## src/rtl/reg_seq_pkg.sv

```systemverilog
// Shared constants for the REG micro-sequencer: widths, opcodes, FSM states and
// instruction field positions.
package reg_seq_pkg;

    localparam int DW = 8;
    localparam int AW = 2;
    localparam int IW = 3 + 2 * AW + DW;

    localparam logic [2:0] OP_NOP = 3'b000;
    localparam logic [2:0] OP_MOV = 3'b001;
    localparam logic [2:0] OP_ADD = 3'b010;
    localparam logic [2:0] OP_SUB = 3'b011;
    localparam logic [2:0] OP_AND = 3'b100;
    localparam logic [2:0] OP_OR  = 3'b101;
    localparam logic [2:0] OP_XOR = 3'b110;
    localparam logic [2:0] OP_LDI = 3'b111;

    typedef enum logic [1:0] {
        S_IDLE  = 2'd0,
        S_READ  = 2'd1,
        S_EXEC  = 2'd2,
        S_WRITE = 2'd3
    } state_e;

    // rb aliases the low AW bits of the immediate field.
    localparam int IMM_LSB = 0;
    localparam int RB_LSB  = 0;
    localparam int RA_LSB  = DW;
    localparam int RD_LSB  = DW + AW;
    localparam int OP_LSB  = DW + 2 * AW;

endpackage

```

## src/rtl/reg_seq_alu.sv

```systemverilog
// Combinational ALU: result, carry/borrow, zero flag and a write-enable that is
// low only for NOP.
module reg_seq_alu
    import reg_seq_pkg::*;
(
    input  logic [2:0]    op,
    input  logic [DW-1:0] a,
    input  logic [DW-1:0] b,
    input  logic [DW-1:0] imm,
    output logic [DW-1:0] res,
    output logic          c,
    output logic          z,
    output logic          we
);

    logic [DW:0] sum;

    assign sum = {1'b0, a} + {1'b0, b};

    always_comb begin
        // NOTE: every output gets a default before the case so no path leaves it unassigned (no latch).
        res = '0;
        c   = 1'b0;
        we  = 1'b1;
        case (op)
            OP_NOP: we = 1'b0;
            OP_MOV: res = a;
            OP_ADD: begin
                res = sum[DW-1:0];
                c   = sum[DW];
            end
            OP_SUB: begin
                res = a - b;
                c   = (a < b);
            end
            OP_AND: res = a & b;
            OP_OR:  res = a | b;
            OP_XOR: res = a ^ b;
            OP_LDI: res = imm;
            default: we = 1'b0;
        endcase
    end

    assign z = (res == '0);

endmodule

```

## src/rtl/reg_seq_ctrl.sv

```systemverilog
// Four-state micro-sequencer that reads two REG operands, runs them through the
// ALU and writes the result back with a one-cycle EN pulse.
module reg_seq_ctrl
    import reg_seq_pkg::*;
(
    input  logic          clk,
    input  logic          rst_n,
    input  logic          in_valid,
    output logic          in_ready,
    input  logic [IW-1:0] instr,
    output logic          busy,
    output logic          done,
    output logic [DW-1:0] result,
    output logic          flag_z,
    output logic          flag_c,
    output logic          rf_en,
    output logic [AW-1:0] rf_dir_a,
    output logic [AW-1:0] rf_dir_b,
    output logic [AW-1:0] rf_dir_wr,
    output logic [DW-1:0] rf_di,
    input  logic [DW-1:0] rf_doa,
    input  logic [DW-1:0] rf_dob
);

    state_e        state_q;
    logic [IW-1:0] instr_q;
    logic [DW-1:0] result_q;
    logic          flag_z_q;
    logic          flag_c_q;
    logic          done_q;
    logic          rf_en_q;

    logic [DW-1:0] alu_res;
    logic          alu_c;
    logic          alu_z;
    logic          alu_we;

    reg_seq_alu u_alu (
        .op  (instr_q[OP_LSB +: 3]),
        .a   (rf_doa),
        .b   (rf_dob),
        .imm (instr_q[IMM_LSB +: DW]),
        .res (alu_res),
        .c   (alu_c),
        .z   (alu_z),
        .we  (alu_we)
    );

    always_ff @(posedge clk or negedge rst_n) begin
        if (!rst_n) begin
            state_q  <= S_IDLE;
            instr_q  <= '0;
            result_q <= '0;
            flag_z_q <= 1'b0;
            flag_c_q <= 1'b0;
            done_q   <= 1'b0;
            rf_en_q  <= 1'b0;
        end else begin
            // NOTE: non-blocking assignments keep every flop reading pre-edge values of the others.
            done_q  <= 1'b0;
            rf_en_q <= 1'b0;
            case (state_q)
                S_IDLE: begin
                    if (in_valid) begin
                        instr_q <= instr;
                        state_q <= S_READ;
                    end
                end
                S_READ: state_q <= S_EXEC;
                S_EXEC: begin
                    // REG data captured at the end of READ is valid here.
                    if (alu_we) begin
                        result_q <= alu_res;
                        flag_z_q <= alu_z;
                        flag_c_q <= alu_c;
                    end
                    rf_en_q <= alu_we;
                    state_q <= S_WRITE;
                end
                S_WRITE: begin
                    done_q  <= 1'b1;
                    state_q <= S_IDLE;
                end
                default: state_q <= S_IDLE;
            endcase
        end
    end

    assign in_ready  = (state_q == S_IDLE);
    assign busy      = (state_q != S_IDLE);
    assign done      = done_q;
    assign result    = result_q;
    assign flag_z    = flag_z_q;
    assign flag_c    = flag_c_q;
    assign rf_en     = rf_en_q;
    assign rf_dir_a  = instr_q[RA_LSB +: AW];
    assign rf_dir_b  = instr_q[RB_LSB +: AW];
    assign rf_dir_wr = instr_q[RD_LSB +: AW];
    assign rf_di     = result_q;

endmodule

```

## config.mk

```make
export PLATFORM = sky130hd
export DESIGN_NAME = reg_seq_ctrl
export DESIGN_NICKNAME = d
export VERILOG_FILES = /design/src/rtl/reg_seq_pkg.sv /design/src/rtl/reg_seq_alu.sv /design/src/rtl/reg_seq_ctrl.sv
export SDC_FILE = /design/constraint.sdc
export NUM_CORES = 1
export LEC_CHECK = 0
export CAP_MARGIN = 20
export CELL_PAD_IN_SITES_DETAIL_PLACEMENT = 0
export CELL_PAD_IN_SITES_GLOBAL_PLACEMENT = 1
export CORE_MARGIN = 3
export CORE_UTILIZATION = 35
export CTS_CLUSTER_DIAMETER = 120
export DETAILED_ROUTE_END_ITERATION = 12
export PLACE_DENSITY = 0.81
export SLEW_MARGIN = 0
export SYNTH_ARGS = -nofsm -noshare
export SYNTH_HDL_FRONTEND = slang
export SYNTH_SLANG_ARGS = --single-unit
```

## constraint.sdc

```tcl
create_clock -name clk -period 2 [get_ports clk]
set_input_delay 0.4 -clock clk [delete_from_list [all_inputs] [get_ports clk]]
set_output_delay 0.4 -clock clk [all_outputs]
set_load 0.05 [all_outputs]
```

[After elaboration in Yosys (flattened, before gate mapping)]
Index checks and enable logic that the tools add are counted.
Storage, ports and cells
  logic and storage cells: 38
  input port bits: 34
  register bits after elaboration: 29
  output and inout bits: 28
Operators by class
  muxes and demuxes: 7
  add/sub/neg operators: 2
  $lt $le $gt $ge: 1
  bitwise logic cells: 4
  equal/unequal tests: 11
  reduce and logical (&&, ||, !) cells: 6
Operator list (number)
  case mux 8 bit (7 select lines): 1
  equality test 3 bit, second input constant: 4
  adder 8 x 8 -> 9 bit: 1
  bitwise AND 8 bit: 1
  zero test 8 bit: 1
  < comparator 8 bit: 1
  OR 8 bit: 1
  case mux 2 bit (4 select lines): 1
  subtractor 8 bit: 1
  XOR 8 bit: 1
  equality test 3 x 2 -> 1 bit, second input constant: 2
  equality test 2 bit, second input constant: 2
  AND reduction 2 bit: 2
  equality test 3 x 1 -> 1 bit, second input constant: 1
  zero test 3 bit: 1
  2-to-1 mux 1 bit: 3
  equality test 2 x 1 -> 1 bit, second input constant: 1
  zero test 2 bit: 1
  2-to-1 mux 2 bit: 1
  inequality test 2 bit, second input constant: 1
  case mux 1 bit (2 select lines): 1
  nonzero test 2 bit: 1
  NOT 1 bit: 1

[Depth between registers and ports, before layout]
  depth in word-level cells: 3
  mapped depth: 10
  mapped depth without buffers: 10

[By module]
A second synthesis with hierarchy kept.
Second synthesis, totals
  cell total of the unflattened synthesis: 280
  area total of the unflattened synthesis: 2683.8 um2
By module, submodules not included
  reg_seq_alu: cells an instance 196, seq. area each 0.0 um2, area an instance 1391.3 um2, times used 1
  reg_seq_ctrl: cells an instance 84, seq. area each 725.7 um2, area an instance 1292.5 um2, times used 1

[Worst setup path before layout]
Ideal clock, no wire load.
  path type: input to register
  start: input port rf_dob[1]
  end: register flag_z_q (netlist: flag_z)
  setup time: 0.103 ns
  path buffers: 0
  data required time: 1.897 ns
  arrival time: 1.976 ns
  setup slack: -0.079 ns
  stages on the path: 8
  cell sequence: inv_1 -> ha_1 -> o21bai_1 -> a21oi_1 -> o311a_1 -> nor4b_1 -> a31oi_1 -> o41ai_2
Between the ends
  longest elaborated chain between the ends: 3
  elaborated cells between the ends (all ways): 7
  those cells by class: add/sub: 2; mux: 1; bitwise: 3; reduce/logical: 1
RTL lines
  start: declaration: RTL line reg_seq_ctrl.sv:22  | input logic [DW-1:0] rf_dob
  subtractor 8 bit, or another cell as far along: RTL line reg_seq_alu.sv:33  | res = a - b;
  case mux 8 bit (7 select lines) (*): RTL line reg_seq_alu.sv:25  | case (op)
  zero test 8 bit (*): RTL line reg_seq_alu.sv:44  | assign z = (res == '0);
  end signal: assignment: RTL line reg_seq_ctrl.sv:74  | flag_z_q <= alu_z;
  end: declaration: RTL line reg_seq_ctrl.sv:28  | logic flag_z_q;
Every way passes the cells marked *; elsewhere a longest branch is shown, timed or not.
A chain may end at the register's enable or synchronous reset.

[Worst setup path in the final report]
Same ends and word-level chain as after synthesis.

==> flow_summary.yaml <==
status:
  outcome: "finished, violations left"
  failed_checks: "setup timing"
sta:
  rsz0062_at_grt: "yes"
  period_minus_slack_ns: 2.11
  tightest_slew_ns: 0.514
  finalSetupViolations: 3
  skew_ns: 0.00561
  setup_ws_ns: -0.109
  finalSetupTns_ns: -0.192
  fmax_ghz: 0.474
  slew_headroom: 0.656
  hold_viol: 0
  min_period_over_period: 1.05
  holdWs_ns: 0.491
  drv_slew: 0
place:
  io_buffers: 61
  hpwl_um: 5910
  globalplace.congestion: 0.866
  placed_cell_area_mm2: 0.00375
critical_path:
  end_kind: "flip-flop"
  crit_path_start_kind: "input pin"
  r2r_start: "instr_q[14]"
  crit_type: "input pin to flip-flop"
  r2r_slack_ns: -0.07
  critPathArrivalTime_ns: 2.28
  worstPathRequired_ns: 2.17
  worst_r2r_endpoint: "flag_z"
  reg2regPathDepth: 7
  crit_fanout: 4
routing:
  ant_nets: 0
  first_pass_iters: 4
  routedWlPerCell_um: 15.0
  drt-total-wl_um: 7720
  drtIter0Drc: 108
  via_per_inst: 4.92
  vias: 2525
  drc: 0
final_layout:
  mostFrequentLayoutCell: "buf_4"
  final_util: 0.620
  area_delta_synth_final_pct: 68.1
  antennaDiodeCount: 0
  stdcell_area_mm2: 0.00431
  layout_common_cells: "81 x buf_4, 45 x clkdlybuf4s50_1, 28 x dfrtp_1, 20 x nand2_1, 18 x mux2_2"
  fin_nets: 479
  drive_gt1_frac: 0.465
global_route:
  grt_pass1_wl_um: 12900
  grt_overflow_total: 0
  grt_pass1_vias: 2732
  track_usage: 0.189
  antenna_found_initial: 0
  grt_max_degree: 30
synth:
  synth_area_per_cell_um2: 8.99
  synth_edf_count: 0
  synth_top_family_by_area: "compound AO/OA/AOI/OAI gates"
  yosysWarnings: 0
  synth_fp_nets: 348
  muxShareOfSynthArea: 0.128
  synth_seq_area_share: 0.283
  synthCells: 285
  synth_compound_area_frac: 0.186
  yosys_register_bits: 29
  synth.lib_cells_used.distinct: 58
  synthAdderAreaFrac: 0.147
  synthSimpleGateAreaFrac: 0.141
  yosys.area_share.xor_xnor: 0.00342
  async_reset_ff_frac: 1.00
  ys.flop_type: "dfrtp_1"
  syn_area_mm2: 0.00256
clocking:
  cts_buffers: 5
  path_clk_slew_ns: 0.06
  cts_buffer_depth: 2
  clkSinkCount: 29
  cts_tree: "yes"
  htree_levels: 2
  root_buffer: "clkbuf_8"
  clk_latency_ns: 0.27
  hold_buffers: 0
pwr:
  vdd_drop_max_mv: 0.958
  power.total_uw: 6060
  p_leak_uw: 0.00194
  p_per_area_mw_per_mm2: 1410
run:
  drv_cap: 0
floorplan:
  rows: 30
  start_util: 0.369
  core_area_mm2: 0.00694
  ios: 62
  die_w_um: 91.6
  die-height_um: 91.6
  dieArea_mm2: 0.00838
min_path:
  min_path_type: "input pin to async pin"
[worst max-delay path, stage by stage]
cell and delay (ns):
buf_8 0.08, clkinvlp_4 0.13, ha_4 0.26, buf_6 0.12
nand3_4 0.08, nand2_2 0.06, a221o_1 0.32, a221oi_2 0.29
nand4_1 0.19, o41ai_2 0.35
[state kept, by name (all words and copies together), names as in the netlist]
name,count
instr_q,15
result,8
state_q,2
done,1
flag_c,1
flag_z,1
rf_en,1
[cell type report]
type / instances / area (um2)
clock buffers: 7 / 96.3
clock inverters: 1 / 5.00
fillers: 591 / 2640
inverters: 30 / 126
multi-input cells: 200 / 1900
flip-flops and latches: 29 / 727
well taps: 96 / 120
repair buffers: 150 / 1330
[through the flow]
stage / std cells / setup slack, ns
finish: 513 / -0.109
global placement: 485 / -0.803
detailed placement: 485 / -0.827
floorplan: 285 / -0.0323
global route: 513 / -0.183
CTS: 511 / -0.137
[kinds of logic after synthesis]
| kind of cell | count (synthesis) |
|---|---|
| AOI/OAI and AO/OA | 68 |
| xor gates and xnor gates | 1 |
| adders and majority gates | 29 |
| and+or+nand+nor | 73 |
| buffers and inverters | 56 |
| muxes | 29 |
| DFF | 29 |
[report_power, final]
part	total, uW	internal (uW)	switching (uW)
Sequential	1120	886	236
Clock	519	310	209
Combinational	4420	2010	2420
[worst max-delay path by stage]
stage | from | endpoint | slack, ns | cells past startpoint
after global routing | rf_dob[1] | result[7] | -0.18 | 12
after floorplan | rf_doa[0] | flag_z | -0.03 | 10
final | rf_dob[1] | flag_z | -0.11 | 10
after CTS | rf_dob[1] | flag_z | -0.14 | 10
after detailed placement | rf_doa[0] | flag_z | -0.83 | 11
after global placement | rf_doa[0] | flag_z | -0.80 | 11
[Yosys cell counts (3+ instances only)]
cell type	count	share of area
buf_4	16	0.047
dfrtp_1	29	0.28
nor2_1	19	0.028
nand2b_1	8	0.020
a31oi_1	4	0.0098
buf_2	6	0.012
mux2i_1	8	0.031
o21ai_0	16	0.031
ha_1	27	0.13
a21oi_1	13	0.025
nand2_1	21	0.031
nor2b_1	3	0.0073
o22ai_1	4	0.0098
inv_1	29	0.042
nand3_1	10	0.020
mux2_2	20	0.088
o31ai_1	4	0.012
[timing repair]
| action | in CTS | in global routing |
|---|---|---|
| resized for setup | 88 | 34 |
| pin swaps | 32 | 22 |
| setup buffers | 20 | 4 |
| endpoints found under the setup margin | 10 | 7 |
[routing by layer]
metal | vias to the layer above | part of all wire | global-route usage
met3 | 6 | 0.035 | 0.0323
met5 | - | 0 | 0
met2 | 46 | 0.54 | 0.355
met4 | 0 | 0.0093 | 0.0327
li1 | 1243 | - | -
met1 | 1230 | 0.42 | 0.225
Power figures use the tool's default switching activity.
